===== src/rtl/lsu_pkg.sv =====
// rtl/lsu_pkg.sv - funct3 codes, sequencer states and size helpers for the load/store unit
package lsu_pkg;

    localparam logic [2:0] F3_LB  = 3'b000;
    localparam logic [2:0] F3_LH  = 3'b001;
    localparam logic [2:0] F3_LW  = 3'b010;
    localparam logic [2:0] F3_LBU = 3'b100;
    localparam logic [2:0] F3_LHU = 3'b101;

    typedef enum logic [2:0] {
        IDLE,
        REQ1,
        WAIT1,
        REQ2,
        WAIT2,
        DONE
    } lsu_state_t;

    function automatic logic [3:0] size_mask(input logic [2:0] funct3);
        case (funct3[1:0])
            2'b00:   return 4'b0001;
            2'b01:   return 4'b0011;
            2'b10:   return 4'b1111;
            default: return 4'b0000;
        endcase
    endfunction

    function automatic logic is_legal(input logic [2:0] funct3);
        case (funct3)
            F3_LB, F3_LH, F3_LW, F3_LBU, F3_LHU: return 1'b1;
            default:                             return 1'b0;
        endcase
    endfunction

endpackage


===== src/rtl/lsu_merge.sv =====
// rtl/lsu_merge.sv - aligns the one or two returned beats and extends the load result
module lsu_merge
    import lsu_pkg::*;
(
    input  logic [31:0] i_beat1,
    input  logic [31:0] i_beat2,
    input  logic [1:0]  i_off,
    input  logic [2:0]  i_funct3,
    output logic [31:0] o_load_data
);

    logic [31:0] w_word;

    assign w_word = 32'({i_beat2, i_beat1} >> {i_off, 3'b000});

    always_comb begin
        o_load_data = '0;
        case (i_funct3)
            F3_LB:   o_load_data = {{24{w_word[7]}}, w_word[7:0]};
            F3_LH:   o_load_data = {{16{w_word[15]}}, w_word[15:0]};
            F3_LW:   o_load_data = w_word;
            F3_LBU:  o_load_data = {24'b0, w_word[7:0]};
            F3_LHU:  o_load_data = {16'b0, w_word[15:0]};
            default: o_load_data = '0;
        endcase
    end

endmodule


===== src/rtl/lsu_ctrl.sv =====
// rtl/lsu_ctrl.sv - load/store sequencer stalling M while a memory access is in flight
// Two-beat misaligned accesses are built only when LSU_MISALIGNED_SPLIT_EN is defined.
module lsu_ctrl
    import lsu_pkg::*;
#(
    parameter int MAX_WAIT = 255
) (
    input  logic        clk,
    input  logic        rst_n,
    input  logic        MemReadM,
    input  logic        MemWriteM,
    input  logic [2:0]  funct3M,
    input  logic [31:0] ALUResultM,
    input  logic [31:0] WriteDataM,
    output logic        StallM,
    output logic [31:0] load_data,
    output logic        lsu_err,
    output logic        mem_req,
    output logic        mem_we,
    output logic [31:0] mem_addr,
    output logic [31:0] mem_wdata,
    output logic [3:0]  mem_wstrb,
    input  logic        mem_gnt,
    input  logic        mem_rvalid,
    input  logic [31:0] mem_rdata
);

    lsu_state_t  r_state;
    logic [15:0] r_cnt;
    logic [29:0] r_word;
    logic [1:0]  r_off;
    logic [2:0]  r_f3;
    logic        r_we;
    logic        r_err;
    logic [7:0]  r_strb;
    logic [63:0] r_wdata;
    logic [31:0] r_beat1;
`ifdef LSU_MISALIGNED_SPLIT_EN
    logic        r_split;
    logic [31:0] r_beat2;
`endif

    logic        w_access;
    logic        w_split;
    logic        w_reject;
    logic        w_timeout;
    logic        w_in_flight;
    logic        w_advance;
    lsu_state_t  w_next;
    logic [7:0]  w_strb;
    logic [63:0] w_wdata;
    logic [31:0] w_beat2;
    logic [31:0] w_merged;

    // Strobes and data are laid out across two words; the upper half is beat 2.
    assign w_access  = MemReadM | MemWriteM;
    assign w_strb    = {4'b0000, size_mask(funct3M)} << ALUResultM[1:0];
    assign w_split   = |w_strb[7:4];
    assign w_wdata   = {32'b0, WriteDataM} << {ALUResultM[1:0], 3'b000};
    assign w_timeout = (r_cnt == 16'(MAX_WAIT - 1));

`ifdef LSU_MISALIGNED_SPLIT_EN
    assign w_reject = !is_legal(funct3M);
    assign w_beat2  = r_beat2;
`else
    assign w_reject = !is_legal(funct3M) | w_split;
    assign w_beat2  = '0;
`endif

    always_comb begin
        w_advance = 1'b0;
        w_next    = r_state;
        case (r_state)
            REQ1: begin
                w_advance = mem_gnt;
                w_next    = WAIT1;
            end
            WAIT1: begin
                w_advance = mem_rvalid;
                w_next    = DONE;
`ifdef LSU_MISALIGNED_SPLIT_EN
                if (r_split) w_next = REQ2;
`endif
            end
`ifdef LSU_MISALIGNED_SPLIT_EN
            REQ2: begin
                w_advance = mem_gnt;
                w_next    = WAIT2;
            end
            WAIT2: begin
                w_advance = mem_rvalid;
                w_next    = DONE;
            end
`endif
            default: ;
        endcase
    end

    always_ff @(posedge clk or negedge rst_n) begin
        if (!rst_n) begin
            r_state <= IDLE;
            r_cnt   <= '0;
            r_word  <= '0;
            r_off   <= '0;
            r_f3    <= '0;
            r_we    <= 1'b0;
            r_err   <= 1'b0;
            r_strb  <= '0;
            r_wdata <= '0;
            r_beat1 <= '0;
`ifdef LSU_MISALIGNED_SPLIT_EN
            r_split <= 1'b0;
            r_beat2 <= '0;
`endif
        end else begin
            case (r_state)
                IDLE: begin
                    if (w_access) begin
                        r_cnt   <= '0;
                        r_beat1 <= '0;
`ifdef LSU_MISALIGNED_SPLIT_EN
                        r_beat2 <= '0;
                        r_split <= w_split;
`endif
                        if (w_reject) begin
                            r_err   <= 1'b1;
                            r_state <= DONE;
                        end else begin
                            r_word  <= ALUResultM[31:2];
                            r_off   <= ALUResultM[1:0];
                            r_f3    <= funct3M;
                            r_we    <= MemWriteM;
                            r_strb  <= MemWriteM ? w_strb : '0;
                            r_wdata <= MemWriteM ? w_wdata : '0;
                            r_err   <= 1'b0;
                            r_state <= REQ1;
                        end
                    end
                end
                DONE: begin
                    r_err   <= 1'b0;
                    r_cnt   <= '0;
                    r_state <= IDLE;
                end
                default: begin
                    // Progress wins over a timeout landing in the same cycle.
                    if (w_advance) begin
                        r_state <= w_next;
                        r_cnt   <= '0;
                    end else if (w_timeout) begin
                        r_state <= DONE;
                        r_err   <= 1'b1;
                        r_cnt   <= '0;
                    end else begin
                        r_cnt <= r_cnt + 16'd1;
                    end
                    if (r_state == WAIT1 && mem_rvalid) r_beat1 <= mem_rdata;
`ifdef LSU_MISALIGNED_SPLIT_EN
                    if (r_state == WAIT2 && mem_rvalid) r_beat2 <= mem_rdata;
`endif
                end
            endcase
        end
    end

    lsu_merge u_merge (
        .i_beat1     (r_beat1),
        .i_beat2     (w_beat2),
        .i_off       (r_off),
        .i_funct3    (r_f3),
        .o_load_data (w_merged)
    );

    assign w_in_flight = (r_state == REQ1) || (r_state == WAIT1) ||
                         (r_state == REQ2) || (r_state == WAIT2);

    // rst_n gate keeps StallM low while reset is held even if M still shows an access.
    assign StallM    = w_in_flight | (rst_n & (r_state == IDLE) & w_access);
    assign mem_req   = (r_state == REQ1) || (r_state == REQ2);
    assign mem_we    = mem_req & r_we;
    assign mem_addr  = (r_state == REQ1) ? {r_word, 2'b00} :
                       (r_state == REQ2) ? {r_word + 30'd1, 2'b00} : '0;
    assign mem_wstrb = (r_state == REQ1) ? r_strb[3:0] :
                       (r_state == REQ2) ? r_strb[7:4] : '0;
    assign mem_wdata = (r_state == REQ1) ? r_wdata[31:0] :
                       (r_state == REQ2) ? r_wdata[63:32] : '0;
    assign lsu_err   = (r_state == DONE) & r_err;
    assign load_data = ((r_state == DONE) && !r_err && !r_we) ? w_merged : '0;

endmodule

===== config.mk =====
export PLATFORM = sky130hd
export DESIGN_NAME = lsu_ctrl
export DESIGN_NICKNAME = d
export VERILOG_FILES = /design/src/rtl/lsu_pkg.sv /design/src/rtl/lsu_merge.sv /design/src/rtl/lsu_ctrl.sv
export SDC_FILE = /design/constraint.sdc
export NUM_CORES = 1
export LEC_CHECK = 0
export CAP_MARGIN = 20
export CORE_AREA = 5 5 117 164
export CTS_CLUSTER_DIAMETER = 60
export DETAILED_ROUTE_END_ITERATION = 8
export DIE_AREA = 0 0 122 169
export PLACE_DENSITY = 0.79
export SKIP_LAST_GASP = 1
export SYNTH_ARGS = -nofsm -noshare
export SYNTH_HDL_FRONTEND = slang
export SYNTH_SLANG_ARGS = --single-unit

===== constraint.sdc =====
create_clock -name clk -period 2.6 [get_ports clk]
set_clock_uncertainty 0.15 [all_clocks]
set_input_delay 0.52 -clock clk [delete_from_list [all_inputs] [get_ports clk]]
set_output_delay 0.52 -clock clk [all_outputs]
set_load 0.05 [all_outputs]

==> results.tsv <==
stage	metric	value	unit
global_routing	grt_max_degree	152	
critical_path	crit_end	mem_addr[30]	
final_layout	final_layout_size_suffix_gt1_share	38.51	%
synth	avgSynthCellArea	9.414	sq um
timing	slew_headroom	45.91	%
cts	numCtsBuffers	17	
critical_path	r2r_start	r_cnt[1]	
power_and_ir_drop	peakVddDrop	729.4	uV
synth	netlist_area	0.008605	sq mm
timing	finalHoldViolCount	0	
drt	drtAntennaViolNets	0	
timing	whs	84.26	ps
drt	remaining_drc_errors	0	
critical_path	crit_type	reg2out	
die	die_y	169	um
timing	timing.setup.tns	-13170	ps
die	rows	58	
synth	synthSimpleGateAreaFrac	17.68	%
synth	yosys-top-cells-area	dfrtp_1 44%, mux2_2 6.8%, mux2i_1 6.7%	
die	die-area	0.02062	sq mm
synth	synth.most_common_cell	dfrtp_1	
power_and_ir_drop	p_per_area	1131	mW/mm^2
timing	final-setup-viol-count	65	
timing	fin_crit_sh	119.2	%
cts	cts_tree	built	
placed_design	gp_congestion	0.8681	
critical_path	rrSetupSlack	100	ps
synth	synth_top_family_by_area	compound AO/OA/AOI/OAI gates	
drt	first_pass_iters	6	
timing	fin_crit	3098	ps
synth	ys_seq_area_share	43.91	%
critical_path	critPathMaxFanout	4	
cts	root_buffer	clkbuf_16	
global_routing	grt_pass1_wl	49930	um
cts	h-tree-depth	4	
cts	clkLatencyLatePin	430	ps
drt	vias	9254	
power_and_ir_drop	total_power	16.49	mW
synth	yosys_register_bits	151	
synth	synthArstFlopShare	100.0	%
timing	timing.final.ws_setup	-498.3	ps
synth	synth_xor_area_share	2.239	%
final_layout	fin_nets	1322	
synth	synthMuxAreaShare	13.55	%
final_layout	syn_to_final_growth	69.41	%
die	coreArea	0.01763	sq mm
drt	route.detailed.wl_per_inst	24.14	um
cts	cts.clk_slew.worst_paths	70	ps
placed_design	hpwl	20240	um
critical_path	cp.required	1930	ps
cts	cts.sinks	151	
flow_run	cap_viol_max_count	0	
critical_path	rr_worst_depth	6	
die	initial_core_util	48.79	%
worst_hold_path	hp-class	in2async	
global_routing	antenna_found_initial	4	
synth	ys_types	56	
synth	yosys.area.top_type_share	43.91	%
global_routing	grt_usage	30.81	%
critical_path	crit_arrival	2430	ps
power_and_ir_drop	power.leakage	6.025	nW
critical_path	startpoint_type	register	
synth	yosys.area_share.adder	1.018	%
cts	hold_buffers	0	
global_routing	grt_remaining_overflow	0	
critical_path	startpoint	r_word[6]	
die	io_pins	209	
synth	netlist_instances	914	
cts	clock_path_buffers	2	
critical_path	critPathCaptureType	output pin	
global_routing	grt_pass1_vias	9287	
drt	viasPerCell	6.300	
die	die_x	122	um
synth	ys_warn_count	0	
run_status	outcome	finished, violations left	
synth	synth_flop_cell	dfrtp_1	
synth	synth_edf_count	0	
drt	drtIter0Drc	1220	
synth	synthTopCellsByCount	151 x dfrtp_1, 99 x nand2_1, 86 x nor2_1	
critical_path	reg2reg_to	r_state[0]	
placed_design	io_buffers	206	
timing	worst_pin_slew	811.4	ps
timing	grt_setup_unrepaired	yes	
drt	finalWirelength	35460	um
timing	slew_violations	0	
timing	fmax	322.8	MHz
synth	synth_compound_area_share	17.87	%
run_status	violations	negative setup slack	
synth	yosysTopAreaCell	dfrtp_1	
report_power, final:
part,leakage (nW),switching [mW],total (mW),internal [mW]
Sequential,1.97,0.920,4.16,3.24
Clock,0.300,1.09,2.69,1.60
Combinational,3.75,5.22,9.64,4.42
state kept, by name (all words and copies together), names as in the netlist:
| register | flops |
|---|---|
| r_beat1 | 32 |
| r_cnt | 16 |
| r_err | 1 |
| r_f3 | 3 |
| r_off | 2 |
| r_state | 3 |
| r_strb | 7 |
| r_wdata | 56 |
| r_we | 1 |
| r_word | 30 |
metal layers:
layer | wire length (um) | part of all wire, % | GRT usage, % | vias to the layer above
met5 | 0 | 0 | 0 | -
met1 | 12370 | 35 | 36.18 | 4612
met4 | 2323 | 6.6 | 18.38 | 0
met2 | 18160 | 51 | 51.71 | 598
met3 | 2616 | 7.4 | 6.183 | 164
li1 | - | - | - | 3880
how the worst min path moves through the flow:
stage / start / end / slack, ps
2_1_floorplan: rst_n / r_beat1[0] / 70
3_3_place_gp: r_wdata[31] / r_wdata[31] / 310
3_5_place_dp: r_wdata[28] / r_wdata[28] / 320
4_1_cts: rst_n / r_word[20] / 140
5_1_grt: rst_n / r_word[27] / 170
6_report: rst_n / r_word[27] / 80
worst max-delay path, stage by stage, from the launching register on:
cell and delay, ps:
dfrtp_1 360, buf_4 120, buf_4 120, nand4_1 220
buf_4 230, nor3_4 160, buf_4 160, nand3_2 80
xor2_1 280, nor2_2 90, buf_12 160
cells by family after synthesis:
family                   Yosys count
XOR/XNOR                          22
AND/OR/NAND/NOR                  312
other                              1
multiplexers                     110
flip-flops                       151
buffers and inverters             78
adder cells (fa/ha/maj)            7
AO/OA/AOI/OAI                    233
through the flow:
stage / setup slack, ps / cell area, sq um / std cells / utilization [%]
after floorplan: -261.8 / 8882 / 915 / -
after global placement: -153.2 / 12760 / 1379 / 72.39
after detailed placement: -221.9 / 12760 / 1379 / 72.39
after CTS: -359.5 / 14040 / 1433 / 79.64
after global routing: -560.8 / 14580 / 1469 / 82.66
final: -498.3 / 14580 / 1469 / 82.66
what timing repair did:
item                                    in CTS  in global routing
buffers inserted                            20                 30
endpoints found under the setup margin      83                 85
cloned                                       2                  3
pin swaps                                   42                 46
resized for setup                           89                 72
final cells by class:
type                            count  area (sq um)
Antenna cell                        6         15.01
Multi-Input combinational cell    686          5343
Timing Repair Buffer              339          4442
Inverter                           15         58.81
Clock buffer                       20         466.7
Fill cell                         882          3058
Sequential cell                   151          3786
Tap cell                          240         300.3
Clock inverter                     12         165.2
placed cells by master (no fill, tap or decap), types with 9 or more instances in the layout:
cell             count
a21oi_1             24
a21oi_4             28
a22o_1              65
and2_4              10
buf_12             115
buf_4               95
buf_6               16
clkbuf_16           22
clkdlybuf4s50_1    103
dfrtp_1            145
inv_1               14
mux2_2              48
mux2i_1             57
nand2_1             98
nand3_1             15
nand4_1             18
nor2_1              42
nor2_2              42
o21ai_0             61
or3_1                9
xnor2_1             13
Note: power is estimated with default switching activity, not from simulation.
